**src/rtl/wb_fill_pkg.sv**
```systemverilog
// Shared constants and types for the Wishbone fill engine: register offsets
// (as adr[4:2] word indices), CTRL/STATUS bit positions, FSM states and the config bundle.
package wb_fill_pkg;

  localparam logic [2:0] REG_CTRL    = 3'd0;
  localparam logic [2:0] REG_STATUS  = 3'd1;
  localparam logic [2:0] REG_DST     = 3'd2;
  localparam logic [2:0] REG_COUNT   = 3'd3;
  localparam logic [2:0] REG_PATTERN = 3'd4;
  localparam logic [2:0] REG_REMAIN  = 3'd5;

  localparam int CTRL_START = 0;
  localparam int CTRL_ABORT = 1;
  localparam int CTRL_IEN   = 2;
  localparam int CTRL_INC   = 3;

  localparam int STAT_BUSY    = 0;
  localparam int STAT_DONE    = 1;
  localparam int STAT_ERR     = 2;
  localparam int STAT_ABORTED = 3;

  typedef enum logic [1:0] {FILL_IDLE, FILL_BUS, FILL_GAP} fill_state_t;

  // start/abort are single-cycle pulses valid on the edge the CTRL write is sampled
  typedef struct packed {
    logic [31:0] dst;
    logic [31:0] pattern;
    logic        inc;
    logic        start;
    logic        abort;
  } fill_cfg_t;

endpackage

```
**src/rtl/wb_fill_regs.sv**
```systemverilog
// Wishbone slave register file for the fill engine: registered single-cycle ack,
// start/abort pulse generation and status read-back.
module wb_fill_regs
  import wb_fill_pkg::*;
#(
  parameter int COUNT_WIDTH = 16
) (
  input  logic                   clk,
  input  logic                   rst,
  input  logic                   i_cfg_cyc,
  input  logic                   i_cfg_stb,
  input  logic                   i_cfg_we,
  input  logic [2:0]             i_cfg_adr,
  input  logic [31:0]            i_cfg_dat,
  output logic                   o_cfg_ack,
  output logic [31:0]            o_cfg_dat,
  input  logic                   i_busy,
  input  logic                   i_done,
  input  logic                   i_err,
  input  logic                   i_aborted,
  input  logic [COUNT_WIDTH-1:0] i_remain,
  output fill_cfg_t              o_cfg,
  output logic [COUNT_WIDTH-1:0] o_count,
  output logic                   o_ien
);

  logic                   r_ack;
  logic [31:0]            r_rdat;
  logic                   r_ien;
  logic                   r_inc;
  logic [31:0]            r_dst;
  logic [COUNT_WIDTH-1:0] r_count;
  logic [31:0]            r_pattern;

  logic        w_access;
  logic        w_wr;
  logic        w_ctrl_wr;
  logic [31:0] w_rdata;

  // Valid/ready: an access is taken on any edge where cyc&stb is high and no ack is
  // outstanding; ack follows for exactly one cycle, so the master must drop stb on it.
  assign w_access  = i_cfg_cyc & i_cfg_stb & ~r_ack;
  assign w_wr      = w_access & i_cfg_we;
  assign w_ctrl_wr = w_wr & (i_cfg_adr == REG_CTRL);

  always_comb begin
    w_rdata = 32'd0;
    case (i_cfg_adr)
      REG_CTRL: begin
        w_rdata[CTRL_IEN] = r_ien;
        w_rdata[CTRL_INC] = r_inc;
      end
      REG_STATUS: begin
        w_rdata[STAT_BUSY]    = i_busy;
        w_rdata[STAT_DONE]    = i_done;
        w_rdata[STAT_ERR]     = i_err;
        w_rdata[STAT_ABORTED] = i_aborted;
      end
      REG_DST:     w_rdata = r_dst;
      REG_COUNT:   w_rdata = 32'(r_count);
      REG_PATTERN: w_rdata = r_pattern;
      REG_REMAIN:  w_rdata = 32'(i_remain);
      default:     w_rdata = 32'd0;
    endcase
  end

  always_ff @(posedge clk or posedge rst) begin
    if (rst) begin
      r_ack     <= 1'b0;
      r_rdat    <= 32'd0;
      r_ien     <= 1'b0;
      r_inc     <= 1'b0;
      r_dst     <= 32'd0;
      r_count   <= '0;
      r_pattern <= 32'd0;
    end else begin
      r_ack  <= w_access;
      r_rdat <= (w_access && !i_cfg_we) ? w_rdata : 32'd0;
      if (w_ctrl_wr) begin
        r_ien <= i_cfg_dat[CTRL_IEN];
        r_inc <= i_cfg_dat[CTRL_INC];
      end
      // Transfer parameters are frozen while a fill is in flight
      if (w_wr && !i_busy) begin
        case (i_cfg_adr)
          REG_DST:     r_dst     <= {i_cfg_dat[31:2], 2'b00};
          REG_COUNT:   r_count   <= i_cfg_dat[COUNT_WIDTH-1:0];
          REG_PATTERN: r_pattern <= i_cfg_dat;
          default:     ;
        endcase
      end
    end
  end

  always_comb begin
    o_cfg         = '0;
    o_cfg.dst     = r_dst;
    o_cfg.pattern = r_pattern;
    o_cfg.inc     = r_inc;
    o_cfg.start   = w_ctrl_wr & i_cfg_dat[CTRL_START] & ~i_busy;
    o_cfg.abort   = w_ctrl_wr & i_cfg_dat[CTRL_ABORT];
  end

  assign o_count   = r_count;
  assign o_ien     = r_ien;
  assign o_cfg_ack = r_ack;
  assign o_cfg_dat = r_rdat;

endmodule

```
**src/rtl/wb_fill_engine.sv**
```systemverilog
// Wishbone B3 fill master: writes a constant or incrementing word pattern to a
// word-aligned region in bursts of at most MAX_BURST beats, with a one-cycle gap between bursts.
module wb_fill_engine
  import wb_fill_pkg::*;
#(
  parameter int MAX_BURST   = 16,
  parameter int COUNT_WIDTH = 16
) (
  input  logic        clk,
  input  logic        rst,
  input  logic        i_cfg_cyc,
  input  logic        i_cfg_stb,
  input  logic        i_cfg_we,
  input  logic [2:0]  i_cfg_adr,
  input  logic [31:0] i_cfg_dat,
  output logic        o_cfg_ack,
  output logic [31:0] o_cfg_dat,
  output logic        o_bus_cyc,
  output logic        o_bus_stb,
  output logic        o_bus_we,
  output logic [31:0] o_bus_adr,
  output logic [31:0] o_bus_dat,
  output logic [3:0]  o_bus_sel,
  output logic [2:0]  o_bus_cti,
  output logic [1:0]  o_bus_bte,
  input  logic        i_bus_ack,
  input  logic        i_bus_err,
  input  logic        i_bus_rty,
  output logic        irq,
  output logic [1:0]  o_state
);

  localparam logic [8:0]             LP_MAX  = 9'(MAX_BURST);
  localparam logic [8:0]             LP_LAST = 9'(MAX_BURST - 1);
  localparam logic [COUNT_WIDTH-1:0] LP_ONE  = COUNT_WIDTH'(1);

  fill_state_t            r_state;
  logic                   r_cyc, r_stb, r_we;
  logic [3:0]             r_sel;
  logic [2:0]             r_cti;
  logic [31:0]            r_adr, r_dat;
  logic [COUNT_WIDTH-1:0] r_remain;
  logic [8:0]             r_beat;
  logic                   r_busy, r_done, r_err, r_aborted;
  logic                   r_abort_pend, r_zero_pend, r_irq;

  fill_cfg_t              w_cfg;
  logic [COUNT_WIDTH-1:0] w_count;
  logic                   w_ien;
  logic                   w_ack;
  logic                   w_abort_now;
  logic [COUNT_WIDTH-1:0] w_remain_nx;
  logic [8:0]             w_beat_nx;

  wb_fill_regs #(.COUNT_WIDTH(COUNT_WIDTH)) u_regs (
    .clk       (clk),
    .rst       (rst),
    .i_cfg_cyc (i_cfg_cyc),
    .i_cfg_stb (i_cfg_stb),
    .i_cfg_we  (i_cfg_we),
    .i_cfg_adr (i_cfg_adr),
    .i_cfg_dat (i_cfg_dat),
    .o_cfg_ack (o_cfg_ack),
    .o_cfg_dat (o_cfg_dat),
    .i_busy    (r_busy),
    .i_done    (r_done),
    .i_err     (r_err),
    .i_aborted (r_aborted),
    .i_remain  (r_remain),
    .o_cfg     (w_cfg),
    .o_count   (w_count),
    .o_ien     (w_ien)
  );

  // cti for the beat being presented: end-of-burst on the last word or last beat of a tenure
  function automatic logic [2:0] f_cti(input logic [COUNT_WIDTH-1:0] rem, input logic [8:0] beat);
    f_cti = (rem == LP_ONE || beat == LP_LAST) ? 3'b111 : 3'b010;
  endfunction

  assign w_ack       = i_bus_ack & ~i_bus_rty;
  assign w_abort_now = r_abort_pend | w_cfg.abort;
  assign w_remain_nx = r_remain - LP_ONE;
  assign w_beat_nx   = r_beat + 9'd1;

  always_ff @(posedge clk or posedge rst) begin
    if (rst) begin
      r_state      <= FILL_IDLE;
      r_cyc        <= 1'b0;
      r_stb        <= 1'b0;
      r_we         <= 1'b0;
      r_sel        <= 4'h0;
      r_cti        <= 3'b000;
      r_adr        <= 32'd0;
      r_dat        <= 32'd0;
      r_remain     <= '0;
      r_beat       <= 9'd0;
      r_busy       <= 1'b0;
      r_done       <= 1'b0;
      r_err        <= 1'b0;
      r_aborted    <= 1'b0;
      r_abort_pend <= 1'b0;
      r_zero_pend  <= 1'b0;
      r_irq        <= 1'b0;
    end else begin
      r_irq <= w_ien & (r_done | r_err);
      case (r_state)
        FILL_IDLE: begin
          if (r_zero_pend) begin
            r_zero_pend <= 1'b0;
            r_busy      <= 1'b0;
            r_done      <= 1'b1;
          end else if (w_cfg.start) begin
            r_adr        <= w_cfg.dst;
            r_dat        <= w_cfg.pattern;
            r_remain     <= w_count;
            r_beat       <= 9'd0;
            r_done       <= 1'b0;
            r_err        <= 1'b0;
            r_aborted    <= 1'b0;
            r_abort_pend <= 1'b0;
            r_busy       <= 1'b1;
            if (w_count == '0) begin
              r_zero_pend <= 1'b1;
            end else begin
              r_state <= FILL_BUS;
              r_cyc   <= 1'b1;
              r_stb   <= 1'b1;
              r_we    <= 1'b1;
              r_sel   <= 4'hF;
              r_cti   <= f_cti(w_count, 9'd0);
            end
          end
        end
        FILL_BUS: begin
          if (i_bus_err) begin
            r_state <= FILL_IDLE;
            r_cyc   <= 1'b0;
            r_stb   <= 1'b0;
            r_we    <= 1'b0;
            r_busy  <= 1'b0;
            r_err   <= 1'b1;
          end else if (w_ack) begin
            r_adr    <= r_adr + 32'd4;
            r_dat    <= w_cfg.inc ? r_dat + 32'd1 : r_dat;
            r_remain <= w_remain_nx;
            r_beat   <= w_beat_nx;
            if (w_remain_nx == '0 || w_abort_now) begin
              r_state   <= FILL_IDLE;
              r_cyc     <= 1'b0;
              r_stb     <= 1'b0;
              r_we      <= 1'b0;
              r_busy    <= 1'b0;
              r_done    <= (w_remain_nx == '0);
              r_aborted <= (w_remain_nx != '0);
            end else if (w_beat_nx == LP_MAX) begin
              r_state <= FILL_GAP;
              r_cyc   <= 1'b0;
              r_stb   <= 1'b0;
              r_we    <= 1'b0;
              r_beat  <= 9'd0;
            end else begin
              r_cti <= f_cti(w_remain_nx, w_beat_nx);
            end
          end else if (w_cfg.abort) begin
            r_abort_pend <= 1'b1;
          end
        end
        FILL_GAP: begin
          if (w_cfg.abort) begin
            r_state   <= FILL_IDLE;
            r_busy    <= 1'b0;
            r_aborted <= 1'b1;
          end else begin
            r_state <= FILL_BUS;
            r_cyc   <= 1'b1;
            r_stb   <= 1'b1;
            r_we    <= 1'b1;
            r_cti   <= f_cti(r_remain, 9'd0);
          end
        end
        default: r_state <= FILL_IDLE;
      endcase
    end
  end

  assign o_bus_cyc = r_cyc;
  assign o_bus_stb = r_stb;
  assign o_bus_we  = r_we;
  assign o_bus_adr = r_adr;
  assign o_bus_dat = r_dat;
  assign o_bus_sel = r_sel;
  assign o_bus_cti = r_cti;
  assign o_bus_bte = 2'b00;
  assign irq       = r_irq;
  assign o_state   = r_state;

endmodule

```
**config.mk**
```make
export PLATFORM = sky130hd
export DESIGN_NAME = wb_fill_engine
export DESIGN_NICKNAME = d
export VERILOG_FILES = /design/src/rtl/wb_fill_pkg.sv /design/src/rtl/wb_fill_regs.sv /design/src/rtl/wb_fill_engine.sv
export SDC_FILE = /design/constraint.sdc
export NUM_CORES = 1
export LEC_CHECK = 0
export ABC_AREA = 1
export BUFFER_PORTS_ARGS = -buffer_cell sky130_fd_sc_hd__buf_2
export CORE_UTILIZATION = 53
export DETAILED_ROUTE_END_ITERATION = 7
export MAX_ROUTING_LAYER = met4
export PLACE_DENSITY = 0.77
export SYNTH_ARGS = -nofsm -noshare
export SYNTH_HDL_FRONTEND = slang
export SYNTH_SLANG_ARGS = --single-unit
```
**constraint.sdc**
```tcl
create_clock -name clk -period 7.3 [get_ports clk]
set_input_delay 1.46 -clock clk [delete_from_list [all_inputs] [get_ports clk]]
set_output_delay 1.46 -clock clk [all_outputs]
set_load 0.05 [all_outputs]
```
==> impl_metrics.tcl, run 1 <==
set metrics [dict create \
    synthArstFlopShare 1.000 \
    avgSynthCellArea_um2 7.755 \
    antenna_found_initial 0 \
    worstMarginPinSlew_ps 1127 \
    hold_start "o_bus_cti[1]" \
    die_w_um 148.6 \
    start_kind "flip-flop" \
    synth_cell_types 50 \
    antenna_cells 0 \
    grt_max_degree 100 \
    rsz0062_at_grt "false" \
    grt_first_pass_wirelength_um 51520 \
    htree_levels 1 \
    drt-initial-drc-count 971 \
    cts_buffers 24 \
    setup_tns_ps 0 \
    syn_area_um2 11380 \
    syn_to_final_growth_pct 14.51 \
    path_buf_inv 3 \
    portBuffers 150 \
    finClkSkew_ps 11.87 \
    multi_input_area_um2 5046 \
    path_clk_slew_ps 60 \
    path_delay_family "simple AND/OR/NAND/NOR gates" \
    synth.most_common_cell "nand2_1" \
    cts_setup_buffers 0 \
    layout_min_cycle_time_ps 4157 \
    yosys-top-cells-count "338 x nand2_1, 213 x dfrtp_1, 188 x o21ai_0" \
    hold_violations 0 \
    clk_latency_ps 530 \
    status "complete, no violations" \
    grt_overflow 0 \
    p_int_w 0.002914 \
    coreArea_um2 21020 \
    root_buffer "clkbuf_16" \
    drv_cap 0 \
    crit_chain "inv_1, ha_4, buf_4, nor2_1, nor2_1, nand2_4, nor2_4, inv_1, a21oi_1, o21ai_0, o21ai_0" \
    placementRows 53 \
    synth-seq-area-share 0.4682 \
    p_sw_frac 0.4817 \
    yosys_warnings 0 \
    finalWirelength_um 32530 \
    num-fill-cells 1859 \
    powerDensity_nw_per_um2 431.3 \
    p_sw_w 0.002708 \
    detail_route.wl_per_cell_um 17.33 \
    final_max_slew_viol_count 0 \
    crit_path_max_fanout 55 \
    worstPathRequired_ps 7740 \
    arrival_ps 4600 \
    ys_ff_latch 213 \
    worst-setup-path-type "flip-flop to flip-flop" \
    hold_buffers 0 \
    die_y_um 148.6 \
    synth_area_leader_cell "dfrtp_1" \
    p_leak_nw 6.370 \
    ctsResizeCount 0 \
    grt_usage 0.3052 \
    ir_worst_vdd_uv 240.7 \
    place_worst_setup_slack_ps 2847 \
    cts_buffer_depth 3 \
    grt_pass1_vias 9926 \
    fin_nets 1639 \
    combinationalPowerShare 0.441 \
    period_share 0.5695 \
    yosys.area.top_type_share 0.4682 \
    layout-drive-gt1-share 0.1479 \
    slowest_delay_ps 800 \
    hpwlAfterDp_um 22790 \
    drt-vias-per-instance 5.692 \
    dieArea_um2 22070 \
    clock-sinks 213 \
    hold_class "flip-flop to flip-flop" \
    clock.fmax_ghz 0.2406 \
    pwr-share-clk 0.219 \
    maxSlewHeadroom 0.2463 \
    cp-end-kind "flip-flop" \
    initial_utilization 0.5416 \
    r2r-start "o_state[1]" \
    worst_slack_ps 3143 \
    synth-main-ff-cell "dfrtp_1" \
    setup_viol 0 \
    syn_inst 1468 \
    gp_congestion 0.9804 \
    synth.area.top_cells "dfrtp_1 47%, nand2_1 11%, o21ai_0 8.3%" \
    io_pins 155 \
    slowest_stage "nor2_4" \
    p_seq_frac 0.339 \
    synth_edf_count 0 \
    ant_nets 0 \
    cts_tree "yes" \
    vias 10680 \
    cp-startpoint "o_state[1]" \
    drc_errors 0 \
    timing.hold.ws_ps 467.1 \
    drtPass1Iterations 6 \
    area.sequential_um2 5330 \
]
-- placed cells by master, fill, tap and decap left out, drive strengths merged, types with 2 or more instances in the layout --
| cell type | n |
|---|---|
| o221ai | 4 |
| xor2 | 30 |
| o21ai | 195 |
| nand4 | 14 |
| conb | 4 |
| nand3b | 2 |
| xnor2 | 4 |
| a31oi | 7 |
| clkbuf | 37 |
| ha | 11 |
| or2 | 6 |
| a221oi | 16 |
| clkinv | 4 |
| inv | 184 |
| bufinv | 2 |
| nand2 | 346 |
| nor4 | 8 |
| nand3 | 60 |
| nor2 | 149 |
| mux2i | 2 |
| o211ai | 22 |
| nor3 | 34 |
| a21oi | 41 |
| a2bb2oi | 2 |
| o22ai | 31 |
| a22oi | 5 |
| dfrtp | 213 |
| buf | 158 |
| nor3b | 2 |
-- through the flow --
stage          instances  utilization  power, W  instance area [µm²]
6_report            1877       0.6201  0.005622                13040
3_3_place_gp        1834       0.5819  0.004304                12230
5_1_grt             1877       0.6201  0.005973                13040
3_5_place_dp        1834       0.5819  0.004362                12230
4_1_cts             1877       0.6201  0.005602                13040
2_1_floorplan       1471            -  0.003752                11400
-- flip-flops by register name, indices dropped and copies added, names as in the netlist, 9 cells and up --
signal            cells
o_bus_adr            30
r_beat                9
o_bus_dat            32
r_remain             16
u_regs.o_cfg_dat     32
u_regs.r_pattern     32
u_regs.r_dst         30
u_regs.o_count       16
-- path summary, 6_finish.rpt --
path	to	slack, ps	depth (start not counted)
min in group asynchronous	o_bus_adr[20]	1020	2
max in group asynchronous	r_remain[4]	5030	3
setup / recovery	o_bus_dat[13]	3140	11
setup reg to reg	o_bus_dat[13]	3140	11
hold / removal	o_bus_cti[1]	470	1
hold reg to reg	o_bus_cti[1]	470	1
-- power groups by stage --
stage | Clock, W | Sequential, W | Combinational (W)
final | 0.00123 | 0.00191 | 0.00248
after global routing | 0.00129 | 0.00195 | 0.00273
after CTS | 0.00125 | 0.00189 | 0.00246
after detailed placement | 0 | 0.00191 | 0.00245
after global placement | 0 | 0.00190 | 0.00240
after floorplan | 0 | 0.00232 | 0.00144
-- area by class of cell --
cell class | count | share of cell area
inverters | 185 | 0.05384
clock buffers | 37 | 0.05528
clock inverters | 6 | 0.006335
well taps | 275 | 0.02639
repair buffers | 158 | 0.06219
multi-input cells | 1003 | 0.3871
flip-flops and latches | 213 | 0.4089
-- layer usage --
metal | vias up | share of wire | GRT usage
met4 | 0 | 0.035 | 0.1165
met1 | 5080 | 0.43 | 0.4174
met3 | 77 | 0.089 | 0.05675
met2 | 488 | 0.45 | 0.4502
met5 | - | 0 | -
li1 | 5039 | - | -
-- cell families after synthesis --
kind of cell | share of synthesized area
flops | 0.4682
xor+xnor | 0.02616
mux | 0.003077
other cells | 0.0003294
fa+ha+maj | 0.01209
buf+inv | 0.09155
simple gates | 0.2351
compound gates | 0.1635
-- worst register-to-register path, cell delays in order (launching register included) --
cell,delay (ps)
dfrtp_1,430
inv_1,140
ha_4,490
buf_4,580
nor2_1,120
nor2_1,240
nand2_4,270
nor2_4,810
inv_1,530
a21oi_1,260
o21ai_0,110
o21ai_0,90
Note: power is estimated with default switching activity, not from simulation.
==> inputs of run 2 (changes only) <==
--- a/config.mk
+++ b/config.mk
@@ -7,10 +7,10 @@
 export LEC_CHECK = 0
 export ABC_AREA = 1
 export BUFFER_PORTS_ARGS = -buffer_cell sky130_fd_sc_hd__buf_2
-export CORE_UTILIZATION = 53
+export CORE_UTILIZATION = 58
 export DETAILED_ROUTE_END_ITERATION = 7
 export MAX_ROUTING_LAYER = met4
-export PLACE_DENSITY = 0.77
+export PLACE_DENSITY = 0.8
 export SYNTH_ARGS = -nofsm -noshare
 export SYNTH_HDL_FRONTEND = slang
 export SYNTH_SLANG_ARGS = --single-unit
==> constraint.sdc (replaced) <==
create_clock -name clk -period 4.05 [get_ports clk]
set_input_delay 0.81 -clock clk [delete_from_list [all_inputs] [get_ports clk]]
set_output_delay 0.81 -clock clk [all_outputs]
set_load 0.05 [all_outputs]
==> run 2 against run 1 <==
Clock skew is 4.2 ps higher. Register-to-register slack worse by 2000 ps. Combinational power is 83% higher. Final cell count is 0.48% lower. Die area is 8.5% lower. Design area hardly changed. Via count hardly changed. Sequential power is 79% higher. Flip-flop and latch count stayed put. Wire length is 2.3% lower. Critical path depth stayed put. Clock power is 67% higher. Critical path type unchanged. Highest routed layer unchanged.
==> impl_metrics.tcl, run 2 (synthesis gave the netlist of run 1 again) <==
set metrics [dict create \
    status "complete, no violations" \
    rsz0062_at_grt "false" \
    drtPass1Iterations 6 \
    maxSlewHeadroom 0.2221 \
    ir_worst_vdd_uv 615.4 \
    drv_cap 0 \
    htree_levels 1 \
    gp_congestion 0.9634 \
    r2r-start "o_state[1]" \
    placementRows 50 \
    worst_slack_ps 1128 \
    worstMarginPinSlew_ps 1164 \
    power.total_w 0.01004 \
    r2r_slack_ps 1130 \
    arrival_ps 3350 \
    grt_first_pass_wirelength_um 50880 \
    mostFrequentLayoutCell "nand2_1" \
    cts_buffer_depth 3 \
    drc_errors 0 \
    place_worst_setup_slack_ps 873.1 \
    initial_utilization 0.6006 \
    ant_nets 0 \
    p_leak_nw 6.390 \
    cts_tree "yes" \
    vias 10690 \
    worst-setup-path-type "flip-flop to flip-flop" \
    fin_nets 1645 \
    min_path_cells 1 \
    crit_path_max_fanout 41 \
    cts_buffers 23 \
    antenna_cells 0 \
    reg2reg_depth 11 \
    antenna_found_initial 0 \
    grt_max_degree 170 \
    layout-drive-gt1-share 0.1536 \
    finClkSkew_ps 16.10 \
    layout_min_cycle_time_ps 2922 \
    io_pins 155 \
    finalWirelength_um 31790 \
    stdcell_area_um2 13030 \
    setup_viol 0 \
    clock.fmax_ghz 0.3423 \
    holdPathEnd "o_bus_cti[1]" \
    drt-initial-drc-count 1197 \
    dieArea_um2 20190 \
    die_y_um 142.1 \
    r2r_end "o_bus_dat[15]" \
    hold_buffers 0 \
    worstPathRequired_ps 4480 \
    grt_overflow 0 \
    start_kind "flip-flop" \
    clock-sinks 213 \
    grt_usage 0.3308 \
    hpwlAfterDp_um 22340 \
    cp-end-kind "flip-flop" \
    final_max_slew_viol_count 0 \
    syn_to_final_growth_pct 14.49 \
    placedCellCount 1826 \
    clk_latency_ps 520 \
    period_share 0.7214 \
    fin_cells 1868 \
    hold_violations 0 \
    hold_start "o_bus_cti[1]" \
    root_buffer "clkbuf_16" \
    placed_area_um2 12300 \
    grt_pass1_vias 9937 \
    mostFrequentLayoutCells "338 x nand2_1, 213 x dfrtp_1, 188 x o21ai_0" \
    hold_class "flip-flop to flip-flop" \
    cts_setup_buffers 0 \
    setup_tns_ps 0 \
    die_w_um 142.1 \
    portBuffers 150 \
    detail_route.wl_per_cell_um 17.02 \
    drt-vias-per-instance 5.722 \
    coreArea_um2 18960 \
    powerDensity_nw_per_um2 769.9 \
    ctsResizeCount 0 \
    path_clk_slew_ps 60 \
]
-- run 2: cell types whose count changed in the layout (fill, tap and decap cells not counted), sizes merged --
cell      change
buf           +7
clkinv        +6
clkbuf        -7
clkinvlp      +1
bufinv        -1
-- run 2: worst max-delay path, stage by stage, from the launching register on --
cell	delay [ps]
dfrtp_1	420
inv_1	120
ha_4	160
buf_4	380
nor2_1	100
nor2_1	240
nand2_4	260
nor2_4	400
inv_1	340
a21oi_1	200
o21ai_0	110
o21ai_0	100
-- run 2: through the flow --
stage	hold slack, ps	utilization
finish	458.5	0.6876
global route	476.4	0.6876
CTS	464.4	0.6876
detailed placement	451.3	0.6489
global placement	444.0	0.6489
floorplan	453.0	-
-- run 2: layout make-up --
| cell class | instances | area (µm²) |
|---|---|---|
| Fill cell | 1572 | 5922 |
| Clock inverter | 12 | 91.34 |
| Timing Repair Buffer | 165 | 900.9 |
| Sequential cell | 213 | 5330 |
| Multi-Input combinational cell | 1003 | 5046 |
| Tap cell | 260 | 325.3 |
| Inverter | 185 | 698.2 |
| Clock buffer | 30 | 641.9 |
-- run 2: worst max path at each step --
| stage | startpoint | to | slack, ps | depth (start not counted) |
|---|---|---|---|---|
| after floorplan | rst | irq | 470 | 1 |
| after global placement | i_cfg_adr[0] | o_bus_dat[9] | 990 | 13 |
| after detailed placement | i_cfg_adr[0] | o_bus_dat[15] | 870 | 14 |
| after CTS | o_state[1] | o_bus_dat[15] | 1130 | 11 |
| after global routing | o_state[1] | o_bus_dat[15] | 840 | 11 |
| final | o_state[1] | o_bus_dat[15] | 1130 | 11 |
-- run 2: layer usage --
metal / vias up / track usage / wire length, µm
met5: - / - / 0
met4: 0 / 0.1081 / 869
met3: 74 / 0.05013 / 2772
met2: 503 / 0.5111 / 14700
met1: 5060 / 0.4492 / 13460
li1: 5051 / - / -
-- run 2: where the power goes --
| group | switching [W] | leakage [nW] | internal (W) |
|---|---|---|---|
| clock | 0.000875 | 0.370 | 0.00118 |
| combinational | 0.00331 | 3.22 | 0.00125 |
| sequential | 0.000707 | 2.80 | 0.00272 |
==> inputs of run 3 (changes only) <==
==> constraint.sdc (replaced) <==
create_clock -name clk -period 2.76 [get_ports clk]
set_input_delay 0.552 -clock clk [delete_from_list [all_inputs] [get_ports clk]]
set_output_delay 0.552 -clock clk [all_outputs]
set_load 0.05 [all_outputs]
==> run 3 against run 2 <==
First-iteration DRC count decreased by 3.7%. Critical path depth up 2. Design area is 1.3% higher. Clock-buffer cell count is 2 higher. Wire length is 3.5% higher. Total power rose by 51%. Highest routed layer unchanged.
==> impl_metrics.tcl, run 3 (synthesis gave the netlist of run 1 again) <==
set metrics [dict create \
    die_w_um 142.1 \
    arrival_ps 2890 \
    drtPass1Iterations 6 \
    hpwlAfterDp_um 23120 \
    gp_congestion 0.9931 \
    path_buf_inv 2 \
    syn_to_final_growth_pct 15.94 \
    grt_pass1_vias 10050 \
    start_kind "flip-flop" \
    cts_tree "yes" \
    num-fill-cells 1570 \
    power.total_w 0.01513 \
    portBuffers 150 \
    hold_class "input pin to flip-flop" \
    grt_overflow 0 \
    drt-initial-drc-count 1153 \
    fin_nets 1654 \
    grt_usage 0.3433 \
    p_leak_nw 6.468 \
    cts_setup_buffers 0 \
    clock-sinks 213 \
    clk_latency_ps 530 \
    fin_util 0.6963 \
    powerDensity_nw_per_um2 1147 \
    grt_first_pass_wirelength_um 52460 \
    ctsResizeCount 0 \
    grt-busiest-layer "met2" \
    die_y_um 142.1 \
    ir_worst_vdd_uv 655.8 \
    cts_buffers 23 \
    status "complete, no violations" \
    layout-drive-gt1-share 0.1571 \
    cp-end-kind "flip-flop" \
    maxSlewHeadroom 0.5884 \
    hold_violations 0 \
    met3_usage 0.06494 \
    path_delay_family "simple AND/OR/NAND/NOR gates" \
    period_share 0.8838 \
    rsz0062_at_grt "false" \
    worstMarginPinSlew_ps 617.4 \
    vias 10850 \
    layout_min_cycle_time_ps 2439 \
    dieArea_um2 20190 \
    htree_levels 1 \
    antenna_found_initial 0 \
    grt_max_degree 89 \
    root_buffer "clkbuf_16" \
    drt-vias-per-instance 5.778 \
    finClkSkew_ps 16.60 \
    setup_tns_ps 0 \
    cts_buffer_depth 3 \
    timing.hold.ws_ps 270.3 \
    clock.fmax_ghz 0.4100 \
    placementRows 50 \
    initial_utilization 0.6006 \
    path_clk_slew_ps 60 \
    stdcell_area_um2 13200 \
    worstPathRequired_ps 3210 \
    ant_nets 0 \
    final_max_slew_viol_count 0 \
    drv_cap 0 \
    crit_chain "inv_1, ha_1, nand3_1, nor2_1, xor2_1, nand2_1, nor2_1, nand3_2, nand2_2, inv_2, nand3_1, nand2_1, o21ai_1" \
    antenna_cells 0 \
    use_met1 0.4734 \
    crit_path_max_fanout 7 \
    placed_area_um2 12370 \
    io_pins 155 \
    slowest_stage "dfrtp_1" \
    finalWirelength_um 32890 \
    slowest_delay_ps 380 \
    use_met2 0.5111 \
    worst-setup-path-type "flip-flop to flip-flop" \
    mostFrequentLayoutCells "338 x nand2_1, 213 x dfrtp_1, 188 x o21ai_0" \
    drc_errors 0 \
    setup_viol 0 \
    mostFrequentLayoutCell "nand2_1" \
    detail_route.wl_per_cell_um 17.52 \
    coreArea_um2 18960 \
]
==> run 3: changes by cell type in the layout (fill, tap and decap cells not counted) <==
cell	previous run	this run
buf_4	12	19
clkinv_2	9	4
bufinv_16	1	4
buf_12	3	4
clkbuf_1	3	4
clkbuf_8	4	5
dlygate4sd3_1	0	1
==> run 3: area by class of cell <==
| type | count | area (µm²) | share of cell area |
|---|---|---|---|
| Timing Repair Buffer | 174 | 983.4 | 0.07451 |
| Clock buffer | 32 | 659.4 | 0.04996 |
| Inverter | 185 | 698.2 | 0.05290 |
| Sequential cell | 213 | 5330 | 0.4038 |
| Multi-Input combinational cell | 1003 | 5046 | 0.3823 |
| Clock inverter | 10 | 156.4 | 0.01185 |
| Tap cell | 260 | 325.3 | 0.02465 |
==> run 3: repair_timing <==
item                                    4_1_cts  5_1_grt
endpoints found under the hold margin         5        0
endpoints found under the setup margin        0        0
hold buffers                                  1        0
==> run 3: worst min-delay path, delay by kind of cell <==
kind,cells,cell delay (ps)
buffers and inverters,2,140
AND/OR/NAND/NOR,1,60
==> run 3: stage by stage <==
step                cells  setup WS [ps]
global placement     1834          402.5
detailed placement   1834          314.9
global route         1877          149.0
finish               1877          320.7
floorplan            1471         -562.2
CTS                  1877          362.3
==> run 3: final timing paths <==
kind | to | depth (start not counted) | start | slack (ps)
worst max-delay path | r_beat[1] | 13 | r_remain[0] | 320
worst min-delay path | u_regs.o_cfg_ack | 3 | i_cfg_cyc | 270
worst max register to register | r_beat[1] | 13 | r_remain[0] | 320
worst min register to register | o_bus_cti[1] | 1 | o_bus_cti[1] | 470
max in group asynchronous | r_remain[7] | 4 | rst | 1510
min in group asynchronous | o_bus_adr[17] | 3 | rst | 500
==> run 3: per-layer routing <==
| layer | up-vias | wire, µm |
|---|---|---|
| met2 | 568 | 14900 |
| met5 | - | 0 |
| met1 | 5138 | 13760 |
| li1 | 5058 | - |
| met3 | 82 | 3287 |
| met4 | 0 | 946 |
==> run 3: report_power, final <==
part	internal, W	switching, W
logic	0.00187	0.00490
clock network	0.00204	0.00128
registers	0.00399	0.00105
